File: config.mk
export PLATFORM = sky130hd
export DESIGN_NAME = seg7_scan_driver
export DESIGN_NICKNAME = d
export VERILOG_FILES = /design/src/rtl/seg7_scan_driver.sv
export SDC_FILE = /design/constraint.sdc
export NUM_CORES = 1
export LEC_CHECK = 0
export CELL_PAD_IN_SITES_DETAIL_PLACEMENT = 1
export CELL_PAD_IN_SITES_GLOBAL_PLACEMENT = 1
export CORE_UTILIZATION = 41
export DETAILED_ROUTE_END_ITERATION = 12
export GPL_ROUTABILITY_DRIVEN = 1
export HOLD_SLACK_MARGIN = 0.03
export PLACE_DENSITY_LB_ADDON = 0.1
export SETUP_SLACK_MARGIN = 0.2
export SLEW_MARGIN = 20
export SYNTH_ARGS = -nofsm -noshare
export SYNTH_HDL_FRONTEND = slang
export SYNTH_SLANG_ARGS = --single-unit
File: constraint.sdc
create_clock -name clk -period 3.4 [get_ports clk]
set_input_delay 1.02 -clock clk [delete_from_list [all_inputs] [get_ports clk]]
set_output_delay 1.02 -clock clk [all_outputs]
set_load 0.02 [all_outputs]
File: src/rtl/seg7_scan_driver.sv
// rtl/seg7_scan_driver.sv - time-multiplexed common-anode 7-segment scan driver
// Optional per-digit blinking is built when SEG_BLINK_EN is defined.
module seg7_scan_driver #(
    parameter int DIGITS       = 4,
    parameter int SCAN_DIV     = 50000,
    parameter int BLINK_FRAMES = 64
) (
    input  logic                clk,
    input  logic                rst_n,
    input  logic [4*DIGITS-1:0] bcd_in,
    input  logic [DIGITS-1:0]   dp_in,
    input  logic                load,
    input  logic                blank_lz,
    input  logic [DIGITS-1:0]   blink_mask,
    output logic [6:0]          seg,
    output logic                dp,
    output logic [DIGITS-1:0]   an
);
    localparam int CNT_W = (SCAN_DIV > 1) ? $clog2(SCAN_DIV) : 1;
    localparam int IDX_W = (DIGITS > 1) ? $clog2(DIGITS) : 1;
    localparam logic [CNT_W-1:0] CNT_LAST = CNT_W'(SCAN_DIV - 1);
    localparam logic [IDX_W-1:0] IDX_LAST = IDX_W'(DIGITS - 1);

    logic [CNT_W-1:0]    cnt_q, cnt_d;
    logic [IDX_W-1:0]    idx_q, idx_d;
    logic [4*DIGITS-1:0] pend_q, pend_d, disp_q, disp_d;
    logic [DIGITS-1:0]   pend_dp_q, pend_dp_d, disp_dp_q, disp_dp_d;
    logic [6:0]          seg_q, seg_d;
    logic                dp_q, dp_d;
    logic [DIGITS-1:0]   an_q, an_d;
    logic                slot_end, frame_end, blink_off;
    logic [DIGITS-1:0]   lz_blank;

    function automatic logic [6:0] decode(input logic [3:0] d);
        case (d)
            4'd0:    decode = 7'b1000000;
            4'd1:    decode = 7'b1111001;
            4'd2:    decode = 7'b0100100;
            4'd3:    decode = 7'b0110000;
            4'd4:    decode = 7'b0011001;
            4'd5:    decode = 7'b0010010;
            4'd6:    decode = 7'b0000010;
            4'd7:    decode = 7'b1111000;
            4'd8:    decode = 7'b0000000;
            4'd9:    decode = 7'b0010000;
            default: decode = 7'b1111111;
        endcase
    endfunction

    // A load coinciding with the frame edge bypasses pend so no frame mixes two loads.
    always_comb begin : scan_ctrl
        slot_end  = (cnt_q == CNT_LAST);
        frame_end = slot_end && (idx_q == IDX_LAST);
        cnt_d     = slot_end ? '0 : cnt_q + 1'b1;
        idx_d     = idx_q;
        if (slot_end) begin
            idx_d = (idx_q == IDX_LAST) ? '0 : idx_q + 1'b1;
        end
        pend_d    = load ? bcd_in : pend_q;
        pend_dp_d = load ? dp_in : pend_dp_q;
        disp_d    = disp_q;
        disp_dp_d = disp_dp_q;
        if (frame_end) begin
            disp_d    = pend_d;
            disp_dp_d = pend_dp_d;
        end
    end

    always_comb begin : lz_detect
        logic zero_above;
        zero_above = 1'b1;
        lz_blank   = '0;
        for (int i = DIGITS - 1; i >= 0; i--) begin
            zero_above  = zero_above && (disp_q[4*i +: 4] == 4'd0);
            lz_blank[i] = blank_lz && zero_above && (i != 0);
        end
    end

    always_comb begin : out_next
        seg_d = 7'b1111111;
        dp_d  = 1'b1;
        an_d  = '1;
        if (cnt_q != '0) begin
            for (int i = 0; i < DIGITS; i++) begin
                if (idx_q == IDX_W'(i)) begin
                    an_d[i] = 1'b0;
                    if (!(blink_off && blink_mask[i])) begin
                        seg_d = lz_blank[i] ? 7'b1111111 : decode(disp_q[4*i +: 4]);
                        dp_d  = ~disp_dp_q[i];
                    end
                end
            end
        end
    end

`ifdef SEG_BLINK_EN
    localparam int FR_W = (BLINK_FRAMES > 1) ? $clog2(BLINK_FRAMES) : 1;
    logic [FR_W-1:0] frame_q, frame_d;
    logic            phase_on_q, phase_on_d;

    always_comb begin : blink_next
        frame_d    = frame_q;
        phase_on_d = phase_on_q;
        if (frame_end) begin
            if (frame_q == FR_W'(BLINK_FRAMES - 1)) begin
                frame_d    = '0;
                phase_on_d = ~phase_on_q;
            end else begin
                frame_d = frame_q + 1'b1;
            end
        end
    end

    always_ff @(posedge clk) begin
        if (!rst_n) begin
            frame_q    <= '0;
            phase_on_q <= 1'b1;
        end else begin
            frame_q    <= frame_d;
            phase_on_q <= phase_on_d;
        end
    end

    assign blink_off = ~phase_on_q;
`else
    localparam int unused_blink_frames = BLINK_FRAMES;
    assign blink_off = 1'b0;
`endif

    always_ff @(posedge clk) begin
        if (!rst_n) begin
            cnt_q     <= '0;
            idx_q     <= '0;
            pend_q    <= '0;
            pend_dp_q <= '0;
            disp_q    <= '0;
            disp_dp_q <= '0;
            seg_q     <= 7'b1111111;
            dp_q      <= 1'b1;
            an_q      <= '1;
        end else begin
            cnt_q     <= cnt_d;
            idx_q     <= idx_d;
            pend_q    <= pend_d;
            pend_dp_q <= pend_dp_d;
            disp_q    <= disp_d;
            disp_dp_q <= disp_dp_d;
            seg_q     <= seg_d;
            dp_q      <= dp_d;
            an_q      <= an_d;
        end
    end

    assign seg = seg_q;
    assign dp  = dp_q;
    assign an  = an_q;
endmodule

==> results.yml <==
timing:
  rsz0062_at_grt: "no"
  fin_ws_ns: 0.569
  drv_slew: 0
  slew_headroom_pct: 47.9
  fin_skew_ns: 0.0104
  setup_viol: 0
  timing_hold_violations_final: 0
  hold-worst-slack_ns: 0.463
  tns_ns: 0
  fin_crit_sh_pct: 83.3
  max_slew.worst_pin.slew_ns: 0.774
  fmax_mhz: 353
  period_needed_ns: 2.83
final_layout:
  fin_area_sq_um: 5090
  final_cell_mix: "dfxtp_1, nor2_1, nand2_1"
  antenna_cells: 0
  final_util_pct: 49.1
  final_common_cell: "dfxtp_1"
  nNetsFinal: 575
  layout-drive-gt1-share_pct: 9.33
  area_growth_syn_to_layout_pct: 16.1
  fin_cells: 661
worst_setup_path:
  cpMostUsedCell: "ha_1"
  end_kind: "register"
  worstPathMaxFanout: 12
  cp.arrival_ns: 3.14
  path_cells: "ha_1, or4b_1, or4_4, nand3_1, o21ai_0, ha_1, nor2_1, o221a_2, o21ba_2"
  required_ns: 3.71
  crit_type: "register to register"
  critical-path-top-delay-family: "simple AND/OR/NAND/NOR gates"
  slowest_stage: "or4_4"
  start_kind: "register"
  crit_buf_inv: 0
  slowest_delay_ns: 0.61
  r2r_slack_ns: 0.57
global_routing:
  overflow: 0
  grt_max_degree: 28
  antenna_found_initial: 0
  grt_pass1_vias: 3456
  grt_use_total_pct: 20.1
  grt_pass1_wl_microns: 17300
synthesis:
  synth_nets: 536
  async_flop_share_pct: 0
  synth_warnings: 0
  synth_fa_ha_area_share_pct: 7.41
  synth_mux_area_share_pct: 9.35
  ys_seq_area_share_pct: 44.7
  yosys_register_bits: 98
  synth-simple-area-share_pct: 17.6
  synth-compound-area-share_pct: 12.7
  synth_top_family_by_area: "simple AND/OR/NAND/NOR gates"
  yosysUniqueCellTypes: 49
  avgSynthCellArea_sq_um: 9.10
  synth-edff-count: 0
  mappedNetlistArea_sq_um: 4390
  synth-xor-area-share_pct: 2.79
  syn-instance-count: 482
  synth_flop_cell: "dfxtp_1"
clock_tree:
  root_buffer: "clkbuf_8"
  hold_buffers: 0
  post_cts_buffers: 0
  cts_tree: "built"
  cts_sinks: 98
  path_clk_slew_ns: 0.09
  clk_path_buf_depth: 2
  numCtsBuffers: 9
  clk_latency_ns: 0.36
  postCtsResizedCells: 0
  htree_levels: 3
routing:
  wl_per_cell_microns: 15.6
  num_vias: 3429
  drc: 0
  vias_per_cell: 5.19
  routed_wirelength_microns: 10300
  final_antenna_net_count: 0
  drt_iter0_markers: 90
  drt-pass1-iter-count: 4
placed_design:
  placed_cell_area_sq_um: 4930
  place_ws_ns: 0.248
  place.gp.congestion: 0.798
  hpwl_microns: 7860
  place_inst: 646
  io_buffers: 35
floorplanning:
  fp.dieArea_sq_um: 11100
  die_x_microns: 105
  start_util_pct: 42.3
  rows: 37
  die_h_microns: 105
  boundaryPins: 40
  design.core.area_sq_um: 10400
power_and_ir_drop:
  vdd_ir_drop_max_mv: 0.158
  p_total_mw: 1.98
  leakage_nw: 2.15
  power.density_nw_per_um2: 389
status:
  status: "finished clean"
hold_path:
  worstHoldPathType: "register to register"
job:
  drv_cap: 0
## worst register-to-register path, stage by stage (launching register included)
cell and delay [ns]:
dfxtp_1 0.40, ha_1 0.19, or4b_1 0.51, or4_4 0.61, nand3_1 0.17, o21ai_0 0.16
ha_1 0.34, nor2_1 0.10, o221a_2 0.19, o21ba_2 0.13
## kinds of logic (layout without fill, tap and decap cells)
group / after synthesis / count (layout)
buffers and inverters: 56 / 99
and+or+nand+nor: 165 / 165
DFF: 98 / 98
adders and majority gates: 26 / 26
xor gates and xnor gates: 14 / 14
AOI/OAI and AO/OA: 86 / 86
muxes: 37 / 37
## final cells by class
| type | instances | area [sq um] |
|---|---|---|
| flip-flops and latches | 98 | 1960 |
| clock inverters | 5 | 32.5 |
| multi-input cells | 328 | 2200 |
| well taps | 136 | 170 |
| clock buffers | 10 | 128 |
| inverters | 37 | 139 |
| fillers | 1233 | 5280 |
| repair buffers | 47 | 465 |
## worst paths after layout
check	from	endpoint	cells after the start
max reg2reg	idx_q[0]	register	9
min	disp_dp_q[1]	disp_dp_q[1]	2
max	idx_q[0]	register	9
min reg2reg	disp_dp_q[1]	disp_dp_q[1]	2
## per-layer routing
| layer | vias up | wire, microns | global-route usage (%) |
|---|---|---|---|
| met4 | 0 | 107 | 7.14 |
| met5 | - | 0 | 0 |
| li1 | 1734 | - | - |
| met3 | 8 | 233 | 3.65 |
| met2 | 33 | 4820 | 32.5 |
| met1 | 1654 | 5170 | 26.7 |
## Yosys cell counts (4+ instances only)
library cell / n / share of area (%)
inv_1: 35 / 3.0
xor2_1: 10 / 2.0
o221ai_1: 7 / 1.4
nand4_1: 8 / 1.1
nor3_1: 7 / 0.80
xnor2_1: 4 / 0.80
nor4_1: 4 / 0.57
nand2_1: 52 / 4.4
o21ai_0: 17 / 1.9
mux2i_1: 23 / 5.2
mux2_2: 12 / 3.1
a22oi_1: 6 / 1.0
ha_1: 26 / 7.4
nor2_1: 53 / 4.5
a21oi_1: 27 / 3.1
dfxtp_1: 98 / 45
clkbuf_1: 10 / 0.86
nand2b_1: 9 / 1.3
o211ai_1: 9 / 1.5
nand3_1: 16 / 1.8
## report_power, final
part           leakage [nW]  switching, mW  internal (mW)  total (mW)
Combinational          1.28         0.0750         0.0743       0.149
Clock                0.0742          0.388          0.260       0.647
Sequential            0.796         0.0106           1.17        1.18
No activity file was read; power rests on OpenSTA's default activity.
